$ cat config.mk
export PLATFORM = sky130hd
export DESIGN_NAME = sign_bitmap_reader
export DESIGN_NICKNAME = d
export VERILOG_FILES = /design/src/rtl/sign_bitmap_reader.sv
export SDC_FILE = /design/constraint.sdc
export NUM_CORES = 1
export LEC_CHECK = 0
export BUFFER_PORTS_ARGS = -buffer_cell sky130_fd_sc_hd__clkbuf_2
export CAP_MARGIN = 5
export CORE_ASPECT_RATIO = 1.75
export CORE_MARGIN = 2
export CORE_UTILIZATION = 30
export DETAILED_ROUTE_END_ITERATION = 7
export PLACE_DENSITY = 0.46
export SYNTH_ARGS = -nofsm -noshare
export SYNTH_HDL_FRONTEND = slang
export SYNTH_SLANG_ARGS = --single-unit
$ cat constraint.sdc
create_clock -name clk -period 3.49 [get_ports clk]
set_clock_uncertainty 0.1 [all_clocks]
set_input_delay 0.349 -clock clk [delete_from_list [all_inputs] [get_ports clk]]
set_output_delay 0.349 -clock clk [all_outputs]
set_load 0.01 [all_outputs]
$ cat src/rtl/sign_bitmap_reader.sv
// Streams a 1-bpp image from a registered-read ROM as RGB565 pixels over valid/ready.
// A 2-entry buffer plus credit-based issue absorbs the ROM latency and downstream stalls.
module sign_bitmap_reader #(
    parameter int ADDR_WIDTH  = 17,
    parameter int IMG_W       = 480,
    parameter int IMG_H       = 272,
    parameter int COLOR_WIDTH = 16
) (
    input  logic                   clk,
    input  logic                   rst,
    input  logic                   start_i,
    input  logic [COLOR_WIDTH-1:0] fg_color_i,
    input  logic [COLOR_WIDTH-1:0] bg_color_i,
    output logic [ADDR_WIDTH-1:0]  rom_addr_o,
    input  logic                   rom_data_i,
    output logic [COLOR_WIDTH-1:0] pix_data_o,
    output logic                   pix_valid_o,
    input  logic                   pix_ready_i,
    output logic                   pix_eol_o,
    output logic                   pix_last_o,
    output logic                   busy_o,
    output logic                   done_o
);
    localparam int NPIX = IMG_W * IMG_H;
    localparam int XW   = (IMG_W > 1) ? $clog2(IMG_W) : 1;
    localparam int EW   = COLOR_WIDTH + 2;
    localparam logic [ADDR_WIDTH-1:0] LAST_ADDR = ADDR_WIDTH'(NPIX - 1);
    localparam logic [XW-1:0]         LAST_X    = XW'(IMG_W - 1);

    typedef enum logic [1:0] {S_IDLE, S_FETCH, S_DRAIN} state_t;

    state_t                 state_q, state_d;
    logic [ADDR_WIDTH-1:0]  addr_q, addr_d;
    logic [XW-1:0]          x_q, x_d;
    logic [COLOR_WIDTH-1:0] fg_q, fg_d, bg_q, bg_d;
    logic                   fl_valid_q, fl_eol_q, fl_last_q;
    logic [EW-1:0]          mem_q [2];
    logic                   wr_ptr_q, rd_ptr_q;
    logic [1:0]             count_q;
    logic                   done_q;

    logic          pop, push, issue, head_last;
    logic [2:0]    occ;
    logic [EW-1:0] head;

    // Buffer entry layout: {colour, eol, last}
    assign head      = mem_q[rd_ptr_q];
    assign head_last = head[0];
    assign pop       = (count_q != 2'd0) && pix_ready_i;
    assign push      = fl_valid_q;
    assign occ       = {1'b0, count_q} + {2'b00, fl_valid_q};
    // Issue only if the returning word is guaranteed a free slot next cycle
    assign issue     = (state_q == S_FETCH) && (occ < (3'd2 + {2'b00, pop}));

    always_comb begin
        state_d = state_q;
        addr_d  = addr_q;
        x_d     = x_q;
        fg_d    = fg_q;
        bg_d    = bg_q;
        case (state_q)
            S_IDLE: begin
                if (start_i) begin
                    fg_d    = fg_color_i;
                    bg_d    = bg_color_i;
                    addr_d  = '0;
                    x_d     = '0;
                    state_d = S_FETCH;
                end
            end
            S_FETCH: begin
                if (issue) begin
                    if (addr_q == LAST_ADDR) begin
                        state_d = S_DRAIN;
                    end else begin
                        addr_d = addr_q + 1'b1;
                        x_d    = (x_q == LAST_X) ? '0 : x_q + 1'b1;
                    end
                end
            end
            S_DRAIN: begin
                if (pop && head_last) state_d = S_IDLE;
            end
            default: state_d = S_IDLE;
        endcase
    end

    always_ff @(posedge clk) begin
        if (rst) begin
            state_q    <= S_IDLE;
            addr_q     <= '0;
            x_q        <= '0;
            fg_q       <= '0;
            bg_q       <= '0;
            fl_valid_q <= 1'b0;
            fl_eol_q   <= 1'b0;
            fl_last_q  <= 1'b0;
            mem_q[0]   <= '0;
            mem_q[1]   <= '0;
            wr_ptr_q   <= 1'b0;
            rd_ptr_q   <= 1'b0;
            count_q    <= 2'd0;
            done_q     <= 1'b0;
        end else begin
            state_q    <= state_d;
            addr_q     <= addr_d;
            x_q        <= x_d;
            fg_q       <= fg_d;
            bg_q       <= bg_d;
            fl_valid_q <= issue;
            fl_eol_q   <= (x_q == LAST_X);
            fl_last_q  <= (addr_q == LAST_ADDR);
            if (push) mem_q[wr_ptr_q] <= {rom_data_i ? fg_q : bg_q, fl_eol_q, fl_last_q};
            wr_ptr_q   <= wr_ptr_q ^ push;
            rd_ptr_q   <= rd_ptr_q ^ pop;
            count_q    <= count_q + {1'b0, push} - {1'b0, pop};
            done_q     <= pop && head_last;
        end
    end

    assign rom_addr_o  = addr_q;
    assign pix_valid_o = (count_q != 2'd0);
    assign pix_data_o  = pix_valid_o ? head[EW-1:2] : '0;
    assign pix_eol_o   = pix_valid_o & head[1];
    assign pix_last_o  = pix_valid_o & head[0];
    assign busy_o      = (state_q != S_IDLE);
    assign done_o      = done_q;
endmodule

=== Word level (Yosys, flattened, before mapping) ===
Memory sizes are Yosys's and may differ from the RTL's. A register that Yosys moved wholly into a read port is not among the register bits.
Cells that the tools add are included.

* Equality and inequality tests: 9
* Add/subtract/negate cells: 6
* Mux-type cells: 25
* Bitwise gates (word level): 4
* Reductions and logical operators: 11
* $lt $le $gt $ge: 1

{| class="wikitable"
|+ Operator list
! operator !! count
|-
| 2-to-1 mux 17 bit || 3
|-
| 2-to-1 mux 9 bit || 4
|-
| case mux 17 bit (2 select lines) || 1
|-
| 2-to-1 mux 16 bit || 2
|-
| 2-to-1 mux 18 bit || 1
|-
| case mux 9 bit (2 select lines) || 1
|-
| OR reduction 18 bit || 1
|-
| adder 17 x 1 -> 17 bit (second input constant) || 1
|-
| equality test 17 bit (second input constant) || 1
|-
| adder 9 x 1 -> 9 bit (second input constant) || 1
|-
| equality test 9 bit (second input constant) || 1
|-
| 2-to-1 mux 1 bit || 8
|-
| 2-to-1 mux 2 bit || 4
|-
| inequality test 2 bit (second input constant) || 4
|-
| AND reduction 4 bit || 2
|-
| case mux 2 bit (3 select lines) || 1
|-
| nonzero test 2 bit || 3
|-
| adder 2 x 1 -> 3 bit || 1
|-
| adder 2 x 1 -> 3 bit (first input constant) || 1
|-
| logical AND 1 bit || 3
|-
| less-than comparator 3 bit || 1
|-
| adder 2 x 1 -> 2 bit || 1
|-
| AND 1 bit || 2
|-
| equality test 2 x 1 -> 1 bit (second input constant) || 1
|-
| other kinds (6) || 7
|}

* Output and inout port bits: 38
* RAM bits: 36
* Logic and storage cells: 69
* Input port bits: 37
* Bits in registers: 68
* Memories: 1

{| class="wikitable"
|+ Memories
! name !! words !! bits a word !! read ports !! clocked after memory_dff !! wr ports !! RTL line !! RTL
|-
| mem_q || 2 || 18 || 1 || 1 || 2 || 37 || <nowiki>logic [EW-1:0] mem_q [2];</nowiki>
|}

=== Logic depth before layout (Yosys ltp) ===
Gate-level depths: netlist (run 1).

* Depth in word-level cells: 7
* Depth in mapped cells: 8
* Depth with buffers taken out: 8

=== Worst setup path before layout (run 1) ===
No wires, ideal clock.

* Path type: flip-flop to flip-flop
* Start: reg addr_q[0] (netlist: rom_addr_o[0])
* End: reg addr_q[5] (netlist: rom_addr_o[5])
* Slack: 1.300 ns
* Required time: 3.254 ns
* Library setup time: 0.136 ns
* Data arrival time: 1.953 ns
* Period minus slack after synthesis: 2.190 ns
* Stages on the path, launching flop included: 9
* Buffers on the path: 2
* Cell sequence: dfxtp_1 > ha_1 > nand3_2 > or3_1 > buf_6 > o311a_4 > buf_6 > a21oi_1 > a311oi_1

* Longest elaborated chain between the ends: 4
* Elaborated cells between the ends (all ways): 7
* Those cells by class: add/sub (1); eq/ne (2); mux (3); reduce/logical (1)

{| class="wikitable"
|+ Ends and longest elaborated chain
! what !! RTL line !! RTL
|-
| start: declaration || 33 || <nowiki>logic [ADDR_WIDTH-1:0] addr_q, addr_d;</nowiki>
|-
| start signal: assignment || 106 || <nowiki>addr_q <= addr_d;</nowiki>
|-
| adder 17 x 1 -> 17 bit || 76 || <nowiki>addr_d = addr_q + 1'b1;</nowiki>
|-
| 2-to-1 mux 17 bit || 73 || <nowiki>if (addr_q == LAST_ADDR) begin</nowiki>
|-
| 2-to-1 mux 17 bit || 72 || <nowiki>if (issue) begin</nowiki>
|-
| case mux 17 bit (2 select lines) || 61 || <nowiki>case (state_q)</nowiki>
|}

Parallel ways exist; a longest one is shown, timed or not. The select of a mux whose other input is x is not followed.
A chain may end at the register's enable or synchronous reset.

=== Worst setup path after layout (run 1) ===
* Start: reg addr_q[0] (netlist: rom_addr_o[0])
* End: reg addr_q[2] (netlist: rom_addr_o[2])

Same word-level chain as after synthesis.

==> results of run 1 <==
worst max-delay path, delay by kind of cell (launching register included):
kind                     cells  cell delay, ns
buffers and inverters        1            0.31
AO/OA/AOI/OAI                2            0.26
adder cells (fa/ha/maj)      1            0.23
AND/OR/NAND/NOR              3            1.17
flip-flops                   1            0.41
flip-flops by register name (all words and copies together) (netlist names):
register / flops
fl_valid_q: 1
bg_q: 16
x_q: 9
done_o: 1
state_q: 2
fg_q: 16
rd_ptr_q: 1
mem_q: 36
fl_eol_q: 1
wr_ptr_q: 1
fl_last_q: 1
rom_addr_o: 17
count_q: 2
per-stage QoR:
stage	hold WS [ns]	cell area, um2	power, mW	std cells
global route	0.119	5520	3.34	761
floorplan	0.336	4720	1.91	508
detailed placement	0.347	5210	2.18	745
global placement	0.344	5210	2.17	745
CTS	0.111	5520	3.22	761
finish	0.119	5520	3.17	761
cells by family (layout without fill, tap and decap cells):
group | count (synthesis) | in the layout
compound gates | 98 | 98
xor+xnor | 4 | 4
fa+ha+maj | 6 | 6
buf+inv | 46 | 113
flops | 104 | 104
mux | 34 | 34
simple gates | 216 | 216
cell usage in the layout (no fill, tap or decap), drive strengths merged, types with 4 or more instances in the layout:
| cell | instances |
|---|---|
| and3 | 4 |
| o31ai | 7 |
| ha | 6 |
| nand3 | 18 |
| nor3 | 4 |
| nand2 | 85 |
| edfxtp | 36 |
| nor4 | 4 |
| nand4 | 7 |
| a31oi | 4 |
| clkbuf | 83 |
| o21ai | 13 |
| inv | 14 |
| nor2 | 78 |
| buf | 10 |
| a21oi | 41 |
| mux2i | 34 |
| nor2b | 4 |
| dfxtp | 68 |
| o311ai | 15 |
power groups by stage:
stage                     logic (mW)  clock network (mW)  registers [mW]
after floorplan                0.502                   0            1.41
after global placement         0.737                   0            1.43
after detailed placement       0.746                   0            1.44
after CTS                      0.744                1.06            1.41
after global routing           0.803                1.11            1.42
final                          0.721                1.04            1.41
routing by layer:
metal	wire length (um)	part of all wire [%]	vias to the layer above	track usage (%)
met5	0	0	-	0
met1	5030	40	1885	16.8
met4	296	2.3	0	6.08
met2	6810	54	97	28.3
li1	-	-	1922	-
met3	471	3.7	21	2.05
final cells by class:
class | instances | area, um2 | area share (%)
Clock inverter | 7 | 80.1 | 1.45
Inverter | 13 | 48.8 | 0.884
Clock buffer | 9 | 225 | 4.08
Timing Repair Buffer | 84 | 445 | 8.07
Sequential cell | 104 | 2440 | 44.3
Multi-Input combinational cell | 358 | 2040 | 37.0
Tap cell | 186 | 233 | 4.22
path summary, 6_finish.rpt:
kind | start | end | cells after the start
worst max-delay path | rom_addr_o[0]$_SDFFE_PP0P_ | rom_addr_o[2]$_SDFFE_PP0P_ | 7
worst min-delay path | bg_color_i[10] | bg_q[10]$_SDFFE_PP0P_ | 3
worst max register to register | rom_addr_o[0]$_SDFFE_PP0P_ | rom_addr_o[2]$_SDFFE_PP0P_ | 7
worst min register to register | bg_q[7]$_SDFFE_PP0P_ | bg_q[7]$_SDFFE_PP0P_ | 2
==> summary.md, run 1 <==
| Metric | Value |
|---|---|
| Net Switching | `about 1 mW` |
| Combinational Power Share | `approximately 23%` |
| Initial Utilization | `between 30% and 40%` |
| CP max stage delay | `0.54 ns` |
| Half-perimeter wire length after placement | `just under 9 mm` |
| Ys flop type | `dfxtp_1` |
| Std-Cell Rows | `60` |
| Drt drc | `0` |
| Nets | `roughly 600` |
| Worst min-delay path class | `in -> reg` |
| Worst Max-Slew Pin Slew | `0.941 ns` |
| # resized after CTS | `0` |
| Synth Area in XOR/XNOR | `less than 1%` |
| CTS sink cnt | `104` |
| Worst setup margin | `0.928 ns` |
| Routed len/inst | `between 15 and 20 um` |
| Synth Area in Simple Gates | `20.0%` |
| Worst-case clock buffer depth | `2` |
| PortBufs | `74` |
| TritonCTS clock tree | `built` |
| H-tree levels | `3` |
| Die height | `about 170 um` |
| Diodes inserted | `0` |
| Top-count cell post-synth | `nand2_1` |
| Post-route ant nets | `0` |
| F_max | `390 MHz` |
| RSZ-0062 raised after global routing | `false` |
| Syn avg cell area | `roughly 9.3 um2` |
| Synth top area share | `slightly below 30%` |
| P per Cell Area | `~570 nW/um2` |
| Die area | `16800 um2` |
| Top post-synthesis cells by area | `dfxtp_1 (29%), edfxtp_1 (23%), mux2i_1 (7.2%), nand2_1 (6.8%), nor2_1 (6.1%)` |
| Critical-path cell list | `ha_1 > nand3_2 > or3_1 > nor3_4 > buf_4 > o311ai_0 > o21ai_0` |
| Endpoint class of the critical path | `flip-flop` |
| Largest net degree at the start of global routing | `33` |
| Largest family of logic cells by synthesized area | `simple AND/OR/NAND/NOR gates` |
| Number of DRC markers in iteration 0 | `130` |
| WP data required | `between 3 and 4 ns` |
| Post-route minimum period | `between 2 and 3 ns` |
| Max VDD drop | `~330 uV` |
| Fin util | `between 30 and 40%` |
| Die Width | `around 99 um` |
| Post-synthesis mux area share | `between 7 and 8%` |
| Filler cell count | `1610` |
| #FFs+latches synth | `104` |
| Flop-to-flop setup slack | `0.93 ns` |
| Status | `finished clean` |
| Post-Syn Nets | `551` |
| Gr ovfl total | `0` |
| Vias in the first global route | `between 3000 and 4000` |
| Period utilization | `between 70% and 80%` |
| TNS Setup | `0 ns` |
| TritonRoute pass-1 iters | `5` |
| Synth area leader | `dfxtp_1` |
| Post-Syn Instances | `a little over 500` |
| Library cells used by synthesis | `53` |
| Synth top cells by count | `nand2_1 (85), nor2_1 (77), dfxtp_1 (68)` |
| Clock share of power | `32.8%` |
| Finish-stage setup viols | `0` |
| Static Leak | `between 2 and 2.5 nW` |
| Switching Fraction | `between 30% and 40%` |
| Initial antenna violation count | `0` |
| Critical path type | `reg -> reg` |
| Synth warn | `0` |
| Startpoint Class | `flip-flop` |
| Relative slew slack | `37.1%` |
| Flop pwr share | `about 45%` |
| Slew Viols, Final | `0` |
| Post-cts hold buffer count | `0` |
| Dpl ws | `~0.95 ns` |
| DRT Wirelength | `approximately 13 mm` |
| Internal power | `roughly 2.2 mW` |
| Netlist Area Pre-Place | `4720 um2` |
| Synth Area in Compound Gates | `between 10 and 15%` |
| Sequential fraction of the synthesis area | `51.8%` |
| CTS root buf | `clkbuf_16` |
| Max_cap viols | `0` |
| Clk slew on worst S/H paths | `0.07 ns` |
| EDFF count, synth | `36` |
| Core area | `around 15000 um2` |
| Total CTS buffers | `9` |
| GPL Wtd Cong | `about 0.77` |
| Ratio of cells with drive above 1 in the final layout | `a little under a fifth` |
| First-pass GRT wire length | `20.0 mm` |
| Crit path max fanout | `15` |
| Adder-cell share of the synthesized area | `1.59%` |
| Clk_lat worst skew | `between 0.3 and 0.4 ns` |
| All-Layer GR Usage | `~15%` |
| WP data arrival | `about 2.7 ns` |
| Ports | `between 70 and 80` |
| DR vias | `between 3000 and 4000` |
| Average vias per placed instance | `approximately 5.2` |
| Synthesis-to-layout area growth | `17.0%` |
| Async set-or-reset flop fraction in the synthesized netlist | `0%` |
| Final Hold Fails | `0` |
| Setup bufs post-CTS | `0` |
| Critical path's slowest cell | `or3_1` |
(Power assumes the default switching activity.)
==> run 2, diff against run 1 <==
--- a/config.mk
+++ b/config.mk
@@ -11,7 +11,7 @@
 export CORE_MARGIN = 2
 export CORE_UTILIZATION = 30
 export DETAILED_ROUTE_END_ITERATION = 7
-export PLACE_DENSITY = 0.46
+export PLACE_DENSITY = 0.47
 export SYNTH_ARGS = -nofsm -noshare
 export SYNTH_HDL_FRONTEND = slang
 export SYNTH_SLANG_ARGS = --single-unit
==> constraint.sdc (replaced) <==
create_clock -name clk -period 2.14 [get_ports clk]
set_clock_uncertainty 0.1 [all_clocks]
set_input_delay 0.214 -clock clk [delete_from_list [all_inputs] [get_ports clk]]
set_output_delay 0.214 -clock clk [all_outputs]
set_load 0.01 [all_outputs]
==> run 2 against run 1 <==
  * Die area unchanged
  * Clock-buffer cell count grew 1
  * Global-route usage is 0.56 points higher
  * Critical path type unchanged
==> summary.md, run 2 (synthesis gave the netlist of run 1 again) <==
| Metric | Value |
|---|---|
| Fin util | `39.0%` |
| Clk slew on worst S/H paths | `roughly 0.080 ns` |
| Sequential cell area | `~2400 um2` |
| WP data arrival | `2.14 ns` |
| Post-route ant nets | `0` |
| Total power | `~5.2 mW` |
| Vias in the first global route | `about 4100` |
| Critical-path cell list | `ha_1 > nand4_1 > o41ai_2 > a31oi_1 > o311ai_1 > o41ai_2` |
| Critical path's slowest cell | `o41ai_2` |
| P per Cell Area | `around 870 nW/um2` |
| Worst min-delay path class | `in -> reg` |
| TritonRoute pass-1 iters | `4` |
| Internal power | `approximately 3.5 mW` |
| Drt drc | `0` |
| Placed Area | `around 5500 um2` |
| DRT Wirelength | `approximately 13 mm` |
| Commonest non-fill, non-tap cell in the layout | `nand2_1` |
| Diodes inserted | `0` |
| Max reg flops | `36` |
| Worst Max-Slew Pin Slew | `between 0.6 and 0.7 ns` |
| Final Hold Fails | `0` |
| Crit path max fanout | `4` |
| Switching Fraction | `32.0%` |
| All-Layer GR Usage | `between 10% and 20%` |
| Total CTS buffers | `9` |
| Max_cap viols | `0` |
| Placed cell count | `roughly 780` |
| Top reg by flops | `mem_q` |
| Period utilization | `a little over nine tenths` |
| TritonCTS clock tree | `built` |
| Worst R2R Start | `x_q[0]$_SDFFE_PP0P_` |
| WP data required | `around 2.3 ns` |
| H-tree levels | `3` |
| Final instance area | `around 6000 um2` |
| PortBufs | `74` |
| First-pass GRT wire length | `around 21 mm` |
| Relative slew slack | `56.3%` |
| Fin cells | `812` |
| Endpoint class of the critical path | `flip-flop` |
| Synthesis-to-layout area growth | `27.1%` |
| GPL Wtd Cong | `between 0.7 and 0.8` |
| Stages on the worst setup path | `6` |
| CP most frequent cell | `o41ai_2` |
| FF-to-FF path depth | `6` |
| Std-Cell Rows | `60` |
| Crit-path leading delay family | `compound AO/OA/AOI/OAI gates` |
| Status | `finished clean` |
| Post-route minimum period | `just over 2 ns` |
| Slew Viols, Final | `0` |
| Max VDD drop | `between 300 and 400 uV` |
| CP max stage delay | `around 0.47 ns` |
| DR vias | `just over 4000` |
| Flop-to-flop setup slack | `about 0.11 ns` |
| WHS | `0.00306 ns` |
| Core area | `about 15000 um2` |
| F_max | `492 MHz` |
| CTS root buf | `clkbuf_16` |
| Gr ovfl total | `0` |
| CTS sink cnt | `between 100 and 150` |
| Initial Utilization | `a little under a third` |
| Net Switching | `approximately 1.7 mW` |
| Area of the multi-input gates | `2080 um2` |
| Finish-stage setup viols | `0` |
| RSZ-0062 raised after global routing | `false` |
| Flop pwr share | `around 43%` |
| Half-perimeter wire length after placement | `9.13 mm` |
| Die area | `~17000 um2` |
| Die height | `approximately 170 um` |
| Number of DRC markers in iteration 0 | `approximately 140` |
| CP startpoint | `x_q[0]$_SDFFE_PP0P_` |
| Die Width | `between 90 and 100 um` |
| Ports | `75` |
| Crit path buf inv count | `0` |
| Clock share of power | `31.0%` |
| Combinational Power Share | `between 20% and 30%` |
| Reg2reg end | `x_q[8]$_SDFFE_PP0P_` |
| Critical path type | `reg -> reg` |
| Setup bufs post-CTS | `0` |
| Average vias per placed instance | `about 5` |
| Worst Setup EP | `x_q[8]$_SDFFE_PP0P_` |
| Nets | `between 600 and 700` |
| Most frequent cells in the layout | `nand2_1 (83), nor2_1 (77), clkbuf_2 (74), dfxtp_1 (66), a21oi_1 (41)` |
| Initial antenna violation count | `0` |
| Static Leak | `2.37 nW` |
| Routed len/inst | `roughly 16 um` |
| Filler cell count | `approximately 1600` |
| Worst-case clock buffer depth | `2` |
| Largest net degree at the start of global routing | `33` |
| Clk_lat worst skew | `roughly 0.35 ns` |
| Ratio of cells with drive above 1 in the final layout | `a little under a quarter` |
| Startpoint Class | `flip-flop` |
==> run 2: metal layers <==
metal / wire [um] / vias up / track usage, %
met5: 0 / - / 0
met4: 287 / 0 / 6.43
met3: 436 / 17 / 3.08
met2: 7250 / 91 / 29.8
met1: 4960 / 1938 / 16.4
li1: - / 2013 / -
==> run 2: worst min-delay path, stage by stage <==
cell and delay, ns:
clkbuf_2 0.09, nand2_1 0.05, a21oi_1 0.05
==> run 2: layout make-up <==
type / count / share of cell area [%]
tap: 186 / 3.88
multi-input combinational: 358 / 34.6
timing repair buffer: 135 / 15.1
clock buffer: 10 / 3.82
clock inverter: 6 / 0.960
sequential: 104 / 40.8
inverter: 13 / 0.814
==> run 2: power groups by stage <==
stage | Clock, mW | Sequential, mW | Combinational, mW
after detailed placement | 0 | 2.30 | 1.32
after global routing | 1.75 | 2.27 | 1.48
after global placement | 0 | 2.30 | 1.30
after floorplan | 0 | 2.29 | 0.819
after CTS | 1.66 | 2.26 | 1.37
final | 1.61 | 2.26 | 1.33
==> run 2: how the worst min path moves through the flow <==
stage | from | depth (start not counted) | slack (ns) | to
CTS | fg_color_i[14] | 3 | 0.001 | fg_q[14]$_SDFFE_PP0P_
global placement | fg_color_i[15] | 3 | 0.34 | fg_q[15]$_SDFFE_PP0P_
finish | fg_color_i[4] | 3 | 0.003 | fg_q[4]$_SDFFE_PP0P_
global route | fg_color_i[4] | 3 | 0.007 | fg_q[4]$_SDFFE_PP0P_
detailed placement | bg_color_i[1] | 3 | 0.35 | bg_q[1]$_SDFFE_PP0P_
floorplan | bg_color_i[0] | 2 | 0.25 | bg_q[0]$_SDFFE_PP0P_
==> run 2: repair_timing <==
| action | in CTS | in global routing |
|---|---|---|
| gates resized for setup | 4 | 2 |
| hold buffers | 21 | 0 |
| setup endpoints to repair | 6 | 11 |
| pin swaps | 0 | 2 |
| endpoints found under the hold margin | 21 | 0 |
==> run 2: metrics by stage <==
stage / setup TNS [ns] / setup slack [ns]
CTS: 0 / 0.0623
global placement: 0 / 0.0121
detailed placement: -0.0704 / -0.0223
global route: 0 / 0.00902
finish: 0 / 0.108
floorplan: 0 / 0.0306
==> run 3, diff against run 2 <==
--- a/config.mk
+++ b/config.mk
@@ -9,9 +9,11 @@
 export CAP_MARGIN = 5
 export CORE_ASPECT_RATIO = 1.75
 export CORE_MARGIN = 2
-export CORE_UTILIZATION = 30
+export CORE_UTILIZATION = 50
 export DETAILED_ROUTE_END_ITERATION = 7
-export PLACE_DENSITY = 0.47
+export GPL_TIMING_DRIVEN = 0
+export PLACE_DENSITY = 0.73
+export REMOVE_ABC_BUFFERS = 1
 export SYNTH_ARGS = -nofsm -noshare
 export SYNTH_HDL_FRONTEND = slang
 export SYNTH_SLANG_ARGS = --single-unit
==> run 3 against run 2 <==
  * Critical path depth is 1 higher
  * Global-route usage up 8.6 points
  * Clock power is 9% lower
  * Via count is 4.6% higher
  * Combinational power about the same
  * Die area shrank 39%
  * Non-clock buffer count is 20 lower
  * Flip-flop and latch count unchanged
  * Worst hold slack better by 0.0094 ns
  * Clock-buffer cell count increased by 5
  * Sequential power increased by 4%
  * Critical path type unchanged
  * Critical endpoint is now rom_addr_o[13]$_SDFFE_PP0P_
  * Largest power group unchanged
  * Highest routed layer unchanged
==> summary.md, run 3 (synthesis gave the netlist of run 1 again) <==
| Metric | Value |
|---|---|
| Status | `finished clean` |
| Worst min-delay path class | `in -> reg` |
| CP max stage delay | `around 0.37 ns` |
| Reg2reg end | `rom_addr_o[13]$_SDFFE_PP0P_` |
| H-tree levels | `3` |
| Period utilization | `98.5%` |
| TNS Setup | `0 ns` |
| PortBufs | `between 70 and 80` |
| Vias in the first global route | `roughly 4000` |
| Post-route minimum period | `approximately 2.1 ns` |
| P per Cell Area | `around 870 nW/um2` |
| Clk slew on worst S/H paths | `about 0.07 ns` |
| Die area | `10300 um2` |
| Routed len/inst | `between 15 and 20 um` |
| Max reg flops | `36` |
| First-pass GRT wire length | `just under 20 mm` |
| Hold_sp | `fg_color_i[0]` |
| Total power | `~5.1 mW` |
| Endpoint class of the critical path | `flip-flop` |
| TritonCTS clock tree | `built` |
| Final instance area | `between 5000 and 6000 um2` |
| FF-to-FF path depth | `7` |
| Startpoint Class | `flip-flop` |
| F_max | `474 MHz` |
| CP most frequent cell | `ha_1` |
| Static Leak | `~2.3 nW` |
| Critical-path cell list | `ha_1 > ha_1 > o21ai_4 > a31oi_4 > buf_4 > o311ai_1 > o31ai_1` |
| Core area | `9090 um2` |
| Largest net degree at the start of global routing | `53` |
| Max_cap viols | `0` |
| Die height | `roughly 130 um` |
| Average vias per placed instance | `5.82` |
| WP data arrival | `between 2 and 2.5 ns` |
| Crit-path leading delay family | `compound AO/OA/AOI/OAI gates` |
| Drt drc | `0` |
| Ratio of cells with drive above 1 in the final layout | `~22%` |
| CTS sink cnt | `104` |
| Finish-stage setup viols | `0` |
| Final Hold Fails | `0` |
| Hold Path Sink | `fg_q[0]$_SDFFE_PP0P_` |
| CTS root buf | `clkbuf_16` |
| Area of the multi-input gates | `2210 um2` |
| Ports | `75` |
| Critical path's slowest cell | `dfxtp_2` |
| Critical path type | `reg -> reg` |
| DRT Wirelength | `between 10 and 15 mm` |
| Most frequent cells in the layout | `nand2_1 (81), nor2_1 (76), clkbuf_2 (73), dfxtp_1 (64), a21oi_1 (40)` |
| Total CTS buffers | `9` |
| Crit path max fanout | `9` |
| CP startpoint | `fl_valid_q$_SDFF_PP0_` |
| Die Width | `just under 80 um` |
| GPL Wtd Cong | `0.777` |
| Slew Viols, Final | `0` |
| Initial Utilization | `51.9%` |
| Crit path buf inv count | `1` |
| All-Layer GR Usage | `~24%` |
| Gr ovfl total | `0` |
| Max VDD drop | `591 uV` |
| Worst-case clock buffer depth | `2` |
| Sequential cell area | `2450 um2` |
| Post-route ant nets | `0` |
| Nets | `roughly 650` |
| Half-perimeter wire length after placement | `7.44 mm` |
| Synthesis-to-layout area growth | `24.9%` |
| Flop-to-flop setup slack | `~0.032 ns` |
| TritonRoute pass-1 iters | `5` |
| Top reg by flops | `mem_q` |
| Cells on Worst Hold Path | `3` |
| WP data required | `approximately 2.3 ns` |
| DR vias | `approximately 4200` |
| Clk_lat worst skew | `between 0.3 and 0.4 ns` |
| Std-Cell Rows | `46` |
| Filler cell count | `~800` |
| WHS | `roughly 0.012 ns` |
| Worst Max-Slew Pin Slew | `between 0.7 and 0.8 ns` |
| Number of DRC markers in iteration 0 | `~340` |
| Diodes inserted | `0` |
| Relative slew slack | `a little under half` |
| Worst R2R Start | `fl_valid_q$_SDFF_PP0_` |
| Commonest non-fill, non-tap cell in the layout | `nand2_1` |
| Placed Area | `5080 um2` |
| Initial antenna violation count | `0` |
run 3: cell count changes in the layout (fill, tap and decap cells not counted), sizes merged:
cell / change
dlygate4sd3: +7
clkbuf: +5
a31oi: +1
nor3: +1
inv: -5
buf: -27
o311a: +1
run 3: worst max-delay path by stage:
stage | endpoint | slack (ns) | cells after the start
after floorplan | rom_addr_o[1]$_SDFFE_PP0P_ | -0.45 | 5
after global placement | rom_addr_o[1]$_SDFFE_PP0P_ | -1.37 | 5
after detailed placement | mem_q[1][11]$_SDFFCE_PN0P_ | -1.34 | 3
after CTS | rom_addr_o[14]$_SDFFE_PP0P_ | 0.003 | 4
after global routing | rom_addr_o[7]$_SDFFE_PP0P_ | -0.02 | 5
final | rom_addr_o[13]$_SDFFE_PP0P_ | 0.03 | 7
run 3: worst reg2reg max path, cell delays in order, from the launching register on:
cell,delay [ns]
dfxtp_2,0.37
ha_1,0.22
ha_1,0.31
o21ai_4,0.15
a31oi_4,0.22
buf_4,0.22
o311ai_1,0.29
o31ai_1,0.12
run 3: power breakdown:
part / total [mW] / internal (mW) / switching (mW)
combinational: 1.32 / 0.523 / 0.794
sequential: 2.35 / 2.19 / 0.154
clock: 1.47 / 0.790 / 0.682
total: 5.14 / 3.51 / 1.63
run 3: metrics by stage:
stage          utilization (%)  setup slack (ns)  cells
3_3_place_gp              55.6             -1.37    669
6_report                  64.8            0.0320    729
2_1_floorplan                -            -0.445    475
5_1_grt                   64.8           -0.0217    729
3_5_place_dp              55.8             -1.34    671
4_1_cts                   63.4           0.00275    722
run 3: timing repair:
action,4_1_cts,5_1_grt
hold buffers,28,0
pin swaps,3,5
setup buffers,5,6
hold endpoints to repair,28,0
gates resized for setup,22,16
cloned,2,1
setup endpoints to repair,101,77
run 3: layer usage:
layer	share of wire (%)	track usage, %
met5	0	0
met4	4.2	12.1
met3	4.9	4.30
met2	54	44.3
met1	37	26.2
run 3: area by class of cell:
type / count / share of cell area [%]
Clock buffer: 15 / 4.21
Clock inverter: 1 / 0.0850
Inverter: 13 / 0.850
Multi-Input combinational cell: 361 / 37.6
Sequential cell: 104 / 41.6
Tap cell: 120 / 2.55
Timing Repair Buffer: 115 / 13.1
